## src/rtl/fetch_unit.sv

```systemverilog
// Instruction fetch stage: one outstanding imem request at a time, feeding the fetch/decode register.
// Optional misaligned-redirect trap is enabled by defining FETCH_MISALIGN_CHK_EN.
module fetch_unit #(
  parameter int unsigned           REG_WIDTH = 32,
  parameter logic [REG_WIDTH-1:0]  RESET_PC  = '0
) (
  input  logic                 clk_i,
  input  logic                 rst_ni,
  output logic                 imem_req_o,
  output logic [REG_WIDTH-1:0] imem_addr_o,
  input  logic                 imem_gnt_i,
  input  logic                 imem_rvalid_i,
  input  logic [REG_WIDTH-1:0] imem_rdata_i,
  input  logic                 redirect_i,
  input  logic [REG_WIDTH-1:0] redirect_pc_i,
  input  logic                 stall_i,
  output logic                 inst_valid_o,
  output logic [REG_WIDTH-1:0] inst_o,
  output logic [REG_WIDTH-1:0] pc_o,
  output logic [REG_WIDTH-1:0] pc_plus4_o,
`ifdef FETCH_MISALIGN_CHK_EN
  output logic                 misalign_o,
`endif
  output logic [6:0]           op_o
);

  typedef enum logic [1:0] {IDLE, REQ, WAIT, HOLD} state_t;

  state_t               state_q;
  logic [REG_WIDTH-1:0] pc_q;
  logic [REG_WIDTH-1:0] pc_pend_q;
  logic [REG_WIDTH-1:0] redir_pc;
  logic                 discard_q;
  logic                 slot_free;
  logic                 fire;
  logic                 outstanding;
  logic                 resp;
  logic                 drop_next;
`ifdef FETCH_MISALIGN_CHK_EN
  logic                 halt_q;
  logic                 misaligned;

  assign misaligned = (redirect_pc_i[1:0] != 2'b00);
`endif

  assign slot_free   = !inst_valid_o || !stall_i;
  assign imem_req_o  = (state_q == REQ) && slot_free;
  assign imem_addr_o = pc_q;
  assign fire        = imem_req_o && imem_gnt_i;
  // A response is still owed to us while waiting, or while a flushed request is in flight.
  assign outstanding = (state_q == WAIT) || discard_q;
  assign resp        = imem_rvalid_i && outstanding;
  assign drop_next   = (outstanding && !imem_rvalid_i) || fire;
  assign redir_pc    = redirect_pc_i & ~(REG_WIDTH'(3));
  assign pc_plus4_o  = pc_o + REG_WIDTH'(4);
  assign op_o        = inst_o[6:0];

  always_ff @(posedge clk_i or negedge rst_ni) begin
    if (!rst_ni) begin
      state_q      <= IDLE;
      pc_q         <= RESET_PC;
      pc_pend_q    <= '0;
      discard_q    <= 1'b0;
      inst_valid_o <= 1'b0;
      inst_o       <= '0;
      pc_o         <= '0;
`ifdef FETCH_MISALIGN_CHK_EN
      halt_q       <= 1'b0;
      misalign_o   <= 1'b0;
`endif
    end else begin
`ifdef FETCH_MISALIGN_CHK_EN
      misalign_o <= 1'b0;
`endif
      if (redirect_i) begin
        // Redirect wins over everything; an in-flight or just-granted request must be dropped.
        pc_q         <= redir_pc;
        inst_valid_o <= 1'b0;
        discard_q    <= drop_next;
        state_q      <= drop_next ? WAIT : REQ;
`ifdef FETCH_MISALIGN_CHK_EN
        halt_q <= misaligned;
        if (misaligned) begin
          misalign_o <= 1'b1;
          state_q    <= IDLE;
        end
`endif
      end else begin
        if (inst_valid_o && !stall_i)
          inst_valid_o <= 1'b0;
        if (fire) begin
          pc_q      <= pc_q + REG_WIDTH'(4);
          pc_pend_q <= pc_q;
        end
        if (resp) begin
          if (discard_q) begin
            discard_q <= 1'b0;
          end else begin
            inst_o       <= imem_rdata_i;
            pc_o         <= pc_pend_q;
            inst_valid_o <= 1'b1;
          end
        end
        case (state_q)
          IDLE: begin
`ifdef FETCH_MISALIGN_CHK_EN
            if (!halt_q)
              state_q <= REQ;
`else
            state_q <= REQ;
`endif
          end
          REQ:  if (fire) state_q <= WAIT;
          WAIT: if (imem_rvalid_i) state_q <= (discard_q || !stall_i) ? REQ : HOLD;
          HOLD: if (slot_free) state_q <= REQ;
          default: state_q <= IDLE;
        endcase
      end
    end
  end

endmodule

```

## config.mk

```make
export PLATFORM = sky130hd
export DESIGN_NAME = fetch_unit
export DESIGN_NICKNAME = d
export VERILOG_FILES = /design/src/rtl/fetch_unit.sv
export SDC_FILE = /design/constraint.sdc
export NUM_CORES = 1
export LEC_CHECK = 0
export ABC_AREA = 1
export CORE_MARGIN = 10
export CORE_UTILIZATION = 25
export DETAILED_ROUTE_END_ITERATION = 7
export PLACE_DENSITY = 0.48
export SETUP_SLACK_MARGIN = 0.5
export SLEW_MARGIN = 20
export SYNTH_ARGS = -nofsm -noshare
export SYNTH_HDL_FRONTEND = slang
export SYNTH_SLANG_ARGS = --single-unit
```

## constraint.sdc

```tcl
create_clock -name clk_i -period 2.1 [get_ports clk_i]
set_clock_uncertainty 0.1 [all_clocks]
set_input_delay 0.21 -clock clk_i [delete_from_list [all_inputs] [get_ports clk_i]]
set_output_delay 0.21 -clock clk_i [all_outputs]
set_load 0.01 [all_outputs]
```

After elaboration in Yosys (flattened, before gate mapping)
Cells that the tools add are included.
{"block": "totals", "ff_bits": 132, "in_bits": 70, "output_inout_bits": 137}
{"block": "classes", "n_addsub": 2, "eq_ne": 6, "n_mux": 15, "bitwise": 2, "n_reduce_logical": 18}
{"op": "adder 32 x 3 -> 32 bit, second input constant", "count": 2}
{"op": "two-way mux 32 bit", "count": 2}
{"op": "two-way mux 2 bit", "count": 6}
{"op": "inequality test 3 bit, second input constant", "count": 3}
{"op": "one-hot mux 2 bit (4 select lines)", "count": 1}
{"op": "two-way mux 1 bit", "count": 6}
{"op": "AND reduction 3 bit", "count": 2}
{"op": "logical AND 1 bit", "count": 5}
{"op": "== test 2 bit, second input constant", "count": 2}
{"op": "logical OR 1 bit", "count": 4}
{"op": "nonzero test 2 bit", "count": 2}
{"op": "logical NOT 1 bit", "count": 3}
{"op": "== test 2 x 1 -> 1 bit, second input constant", "count": 1}
{"op": "logical NOT 2 bit", "count": 1}
{"op": "NOT 1 bit", "count": 2}
{"op": "AND reduction 2 bit", "count": 1}

Depth between registers and ports, before layout
{"block": "logic_depth", "depth_word": 7, "depth_mapped": 10, "ltp_nobuf": 9}

Least setup slack after synthesis
No wires, ideal clock.
{"block": "synth_timing", "path_type": "register to output", "startpoint": "reg pc_o[2]", "endpoint": "out pc_plus4_o[18]", "arrival_time_ns": 1.455, "t_required_ns": 1.790, "slack_ns": 0.335, "stages_incl_launch_ff": 7, "cell_sequence": "dfrtp_1 -> ha_1 -> nand3_1 -> nor2_4 -> nand2_1 -> nor2_1 -> xor2_1"}
{"block": "synth_via", "elab_chain_len": 1}
{"element": "from (decl)", "line": "19", "text": "output logic [REG_WIDTH-1:0] pc_o,"}
{"element": "from (signal assigned)", "line": "100", "text": "pc_o <= pc_pend_q;"}
{"element": "adder 32 x 3 -> 32 bit", "line": "55", "text": "assign pc_plus4_o = pc_o + REG_WIDTH'(4);"}
{"element": "to (decl)", "line": "20", "text": "output logic [REG_WIDTH-1:0] pc_plus4_o,"}
No other way between the ends.

Worst setup path after layout
{"block": "layout_timing", "startpoint": "reg pc_o[3]", "endpoint": "out pc_plus4_o[22]"}
Same word-level chain as after synthesis.

==> reports/summary.json <==
{
  "synth_largest_type_area_fraction": {"value": 47.5, "unit": "%"},
  "min-delay-path-class": {"value": "in -> async"},
  "required_arrival_time_at_the_worst_endpoint": {"value": 1.79, "unit": "ns"},
  "count_of_cells_along_the_worst_register_to_register_path": {"value": 8},
  "floorplan.die_area": {"value": 33500, "unit": "um^2"},
  "synthTopCellsByArea": {"value": "dfrtp_1, nand2_1, mux2_2"},
  "synth_mux_area_share": {"value": 6.45, "unit": "%"},
  "most_crowded_layer_after_global_routing": {"value": "met2"},
  "drive_gt1_share": {"value": 46.8, "unit": "%"},
  "biggest_fanout_along_the_worst_timing_path": {"value": 4},
  "startpoint": {"value": "pc_o[3]$_DFFE_PN0P_"},
  "synth_xor_xnor_area_share": {"value": 3.83, "unit": "%"},
  "globalRouteMet2Util": {"value": 25.7, "unit": "%"},
  "finalSetupViolations": {"value": 4},
  "top_level_ports": {"value": 207},
  "syn_avg_cell_area": {"value": 8.33, "unit": "um^2"},
  "dp_worst_setup_slack": {"value": -0.0174, "unit": "ns"},
  "worst_setup_path_end_kind": {"value": "output pin"},
  "cts_buffer_depth": {"value": 2},
  "drt_wl_total": {"value": 27100, "unit": "um"},
  "final.min_clock_period": {"value": 2.13, "unit": "ns"},
  "synth_cell_type_count": {"value": 36},
  "leakagePower": {"value": 6.04, "unit": "nW"},
  "port_buffers": {"value": 198},
  "mapped_cells": {"value": 797},
  "die_w": {"value": 183, "unit": "um"},
  "final_hold_viol_count": {"value": 0},
  "combinational_family_with_the_most_area_after_synthesis": {"value": "simple AND/OR/NAND/NOR gates"},
  "synth_simple_gate_area_share": {"value": 25.2, "unit": "%"},
  "cts_root_buffer": {"value": "clkbuf_16"},
  "critical_path_class": {"value": "reg -> out"},
  "synthesis.area": {"value": 6640, "unit": "um^2"},
  "synth_seq_cells": {"value": 126},
  "run_status": {"value": "finished with violations"},
  "most_common_cell_after_layout_fill_and_taps_aside": {"value": "nand2_1"},
  "grt_max_degree": {"value": 53},
  "ys.flop_type": {"value": "dfrtp_1"},
  "reg2reg_slack": {"value": 0.27, "unit": "ns"},
  "htree_levels": {"value": 4},
  "firstDrtPassIters": {"value": 5},
  "drt_iter0_markers": {"value": 329},
  "vias_in_the_first_global_route": {"value": 7137},
  "routedWlPerCell": {"value": 17.9, "unit": "um"},
  "achievable-frequency": {"value": 0.469, "unit": "GHz"},
  "crit_arrival": {"value": 1.82, "unit": "ns"},
  "dpl.hpwl": {"value": 17800, "unit": "um"},
  "rows": {"value": 59},
  "async_flop_share": {"value": 100, "unit": "%"},
  "rr_startpoint": {"value": "state_q[0]$_DFFE_PN0P_"},
  "floorplan.core_area": {"value": 26100, "unit": "um^2"},
  "antenna_violating_nets_post_route": {"value": 0},
  "synth-compound-area-share": {"value": 7.75, "unit": "%"},
  "initial_antenna_violation_count": {"value": 0},
  "wire_length_of_the_first_global_routing_pass": {"value": 41700, "unit": "um"},
  "routed_via_density": {"value": 4.49},
  "cts_inserted_buffers": {"value": 17},
  "cts_clk_pin_slew_worst_paths": {"value": 0.06, "unit": "ns"},
  "initial_core_util": {"value": 25.5, "unit": "%"},
  "total_grt_usage": {"value": 15.8, "unit": "%"},
  "cts_tree": {"value": "done"},
  "final-max-slew-violation-count": {"value": 0},
  "period_share": {"value": 101, "unit": "%"},
  "drc": {"value": 0},
  "critical_path.reg2reg.endpoint": {"value": "inst_o[13]$_DFFE_PN0P_"},
  "failed_checks": {"value": "setup timing"},
  "actual_transition_at_the_worst_max_transition_pin": {"value": 0.557, "unit": "ns"},
  "insertion_delay": {"value": 0.43, "unit": "ns"},
  "ys_warn_count": {"value": 0},
  "layout_common_cells": {"value": "nand2_1, dfrtp_1, buf_4"},
  "p_total": {"value": 0.0150, "unit": "W"},
  "antenna-diode-count": {"value": 0},
  "slew_margin_rel": {"value": 62.9, "unit": "%"},
  "vias": {"value": 6793},
  "grt.overflow.total": {"value": 0},
  "worst_hold_slack": {"value": 0.210, "unit": "ns"},
  "power.density_cell_area": {"value": 1170, "unit": "nW/um^2"},
  "number_of_nets_in_the_layout": {"value": 1240},
  "cts_num_sinks": {"value": 126},
  "synth-edff-count": {"value": 0},
  "worstSetupStartpointType": {"value": "flip-flop"},
  "grt_use_met3": {"value": 4.09, "unit": "%"},
  "place.gp.congestion": {"value": 0.834},
  "synthToLayoutAreaGrowth": {"value": 92.4, "unit": "%"},
  "synth_adder_area_share": {"value": 0.943, "unit": "%"},
  "worst_voltage_drop_across_the_vdd_grid": {"value": 647, "unit": "uV"},
  "drv.max_cap_violation_count": {"value": 0},
  "grt_util_met1": {"value": 20.4, "unit": "%"},
  "timing.final.ws_setup": {"value": -0.0314, "unit": "ns"},
  "synth_seq_area_share": {"value": 47.5, "unit": "%"},
  "cell_taking_the_most_area_after_synthesis": {"value": "dfrtp_1"},
  "die_boundary_height": {"value": 183, "unit": "um"},
  "grt_setup_unrepaired": {"value": "yes"}
}
==> worst max-delay path, cell delays in order, from the launching register on <==
cell     delay [ns]
dfrtp_1        0.40
ha_4           0.16
nand3_4        0.07
nor2_4         0.13
nand4_1        0.13
buf_4          0.17
nor2_2         0.09
nand2_1        0.07
nand2_2        0.06
buf_6          0.10
==> timing repair <==
item / CTS / global route
cloned: 22 / 2
pin swaps: 80 / 63
hold buffers: 1 / 0
gates resized for setup: 575 / 206
buffers inserted: 68 / 31
hold endpoints to repair: 47 / 0
endpoints found under the setup margin: 236 / 175
==> synthesized netlist by cell type, drive strengths merged (10+ instances only) <==
cell type  number
mux2           38
inv            85
nand3          47
a21oi          25
nand3b         14
o21ai          61
nor3           10
nor2           91
nand2         197
xor2           19
dfrtp         126
buf            31
nand4          16
xnor2          10
==> final cells by class <==
type	instances	area, um^2
clock buffer	18	429
clock inverter	14	158
fill	2466	13300
inverter	85	338
multi-input combinational	552	4150
sequential	126	3180
tap	335	419
timing repair buffer	383	4090
==> sequential cells by signal (all words and copies together) (netlist names) <==
| name | cells |
|---|---|
| imem_addr_o | 30 |
| pc_o | 30 |
| discard_q | 1 |
| inst_o | 32 |
| pc_pend_q | 30 |
| inst_valid_o | 1 |
| state_q | 2 |
==> per-stage QoR <==
stage	instances	util, %	TNS, ns	instance area [um^2]
after floorplan	802	-	0	6700
after global placement	1357	36.0	-0.00975	9390
after detailed placement	1357	36.0	-0.0187	9390
after CTS	1480	45.6	-0.197	11900
after global routing	1513	49.0	-1.47	12800
final	1513	49.0	-0.0562	12800
==> kinds of logic (layout without fill, tap and decap cells) <==
kind of cell	Yosys count	count (layout)
xor+xnor	29	29
buf+inv	124	500
mux	38	38
simple gates	377	377
other cells	1	6
flops	126	126
fa+ha+maj	5	5
compound gates	97	97
==> per-layer routing <==
layer  up-vias  routed length (um)
li1       3328                   -
met5         -                   0
met1      3272               12100
met4         0                 391
met2       172               13200
met3        21                1450
==> worst max path at each step <==
stage | cells past startpoint | slack [ns] | end
after floorplan | 5 | 0.43 | pc_plus4_o[20]
after global placement | 8 | -0.008 | pc_plus4_o[22]
after detailed placement | 8 | -0.02 | pc_plus4_o[22]
after CTS | 10 | -0.05 | pc_plus4_o[29]
after global routing | 9 | -0.14 | pc_plus4_o[22]
final | 9 | -0.03 | pc_plus4_o[22]
==> where the power goes <==
part           total (W)  switching [W]  leakage [nW]  internal (W)
sequential       0.00438       0.000931          1.53       0.00345
clock            0.00298        0.00121         0.279       0.00177
combinational    0.00763        0.00352          4.23       0.00411
total             0.0150        0.00566          6.04       0.00933
(Power assumes the default switching activity.)
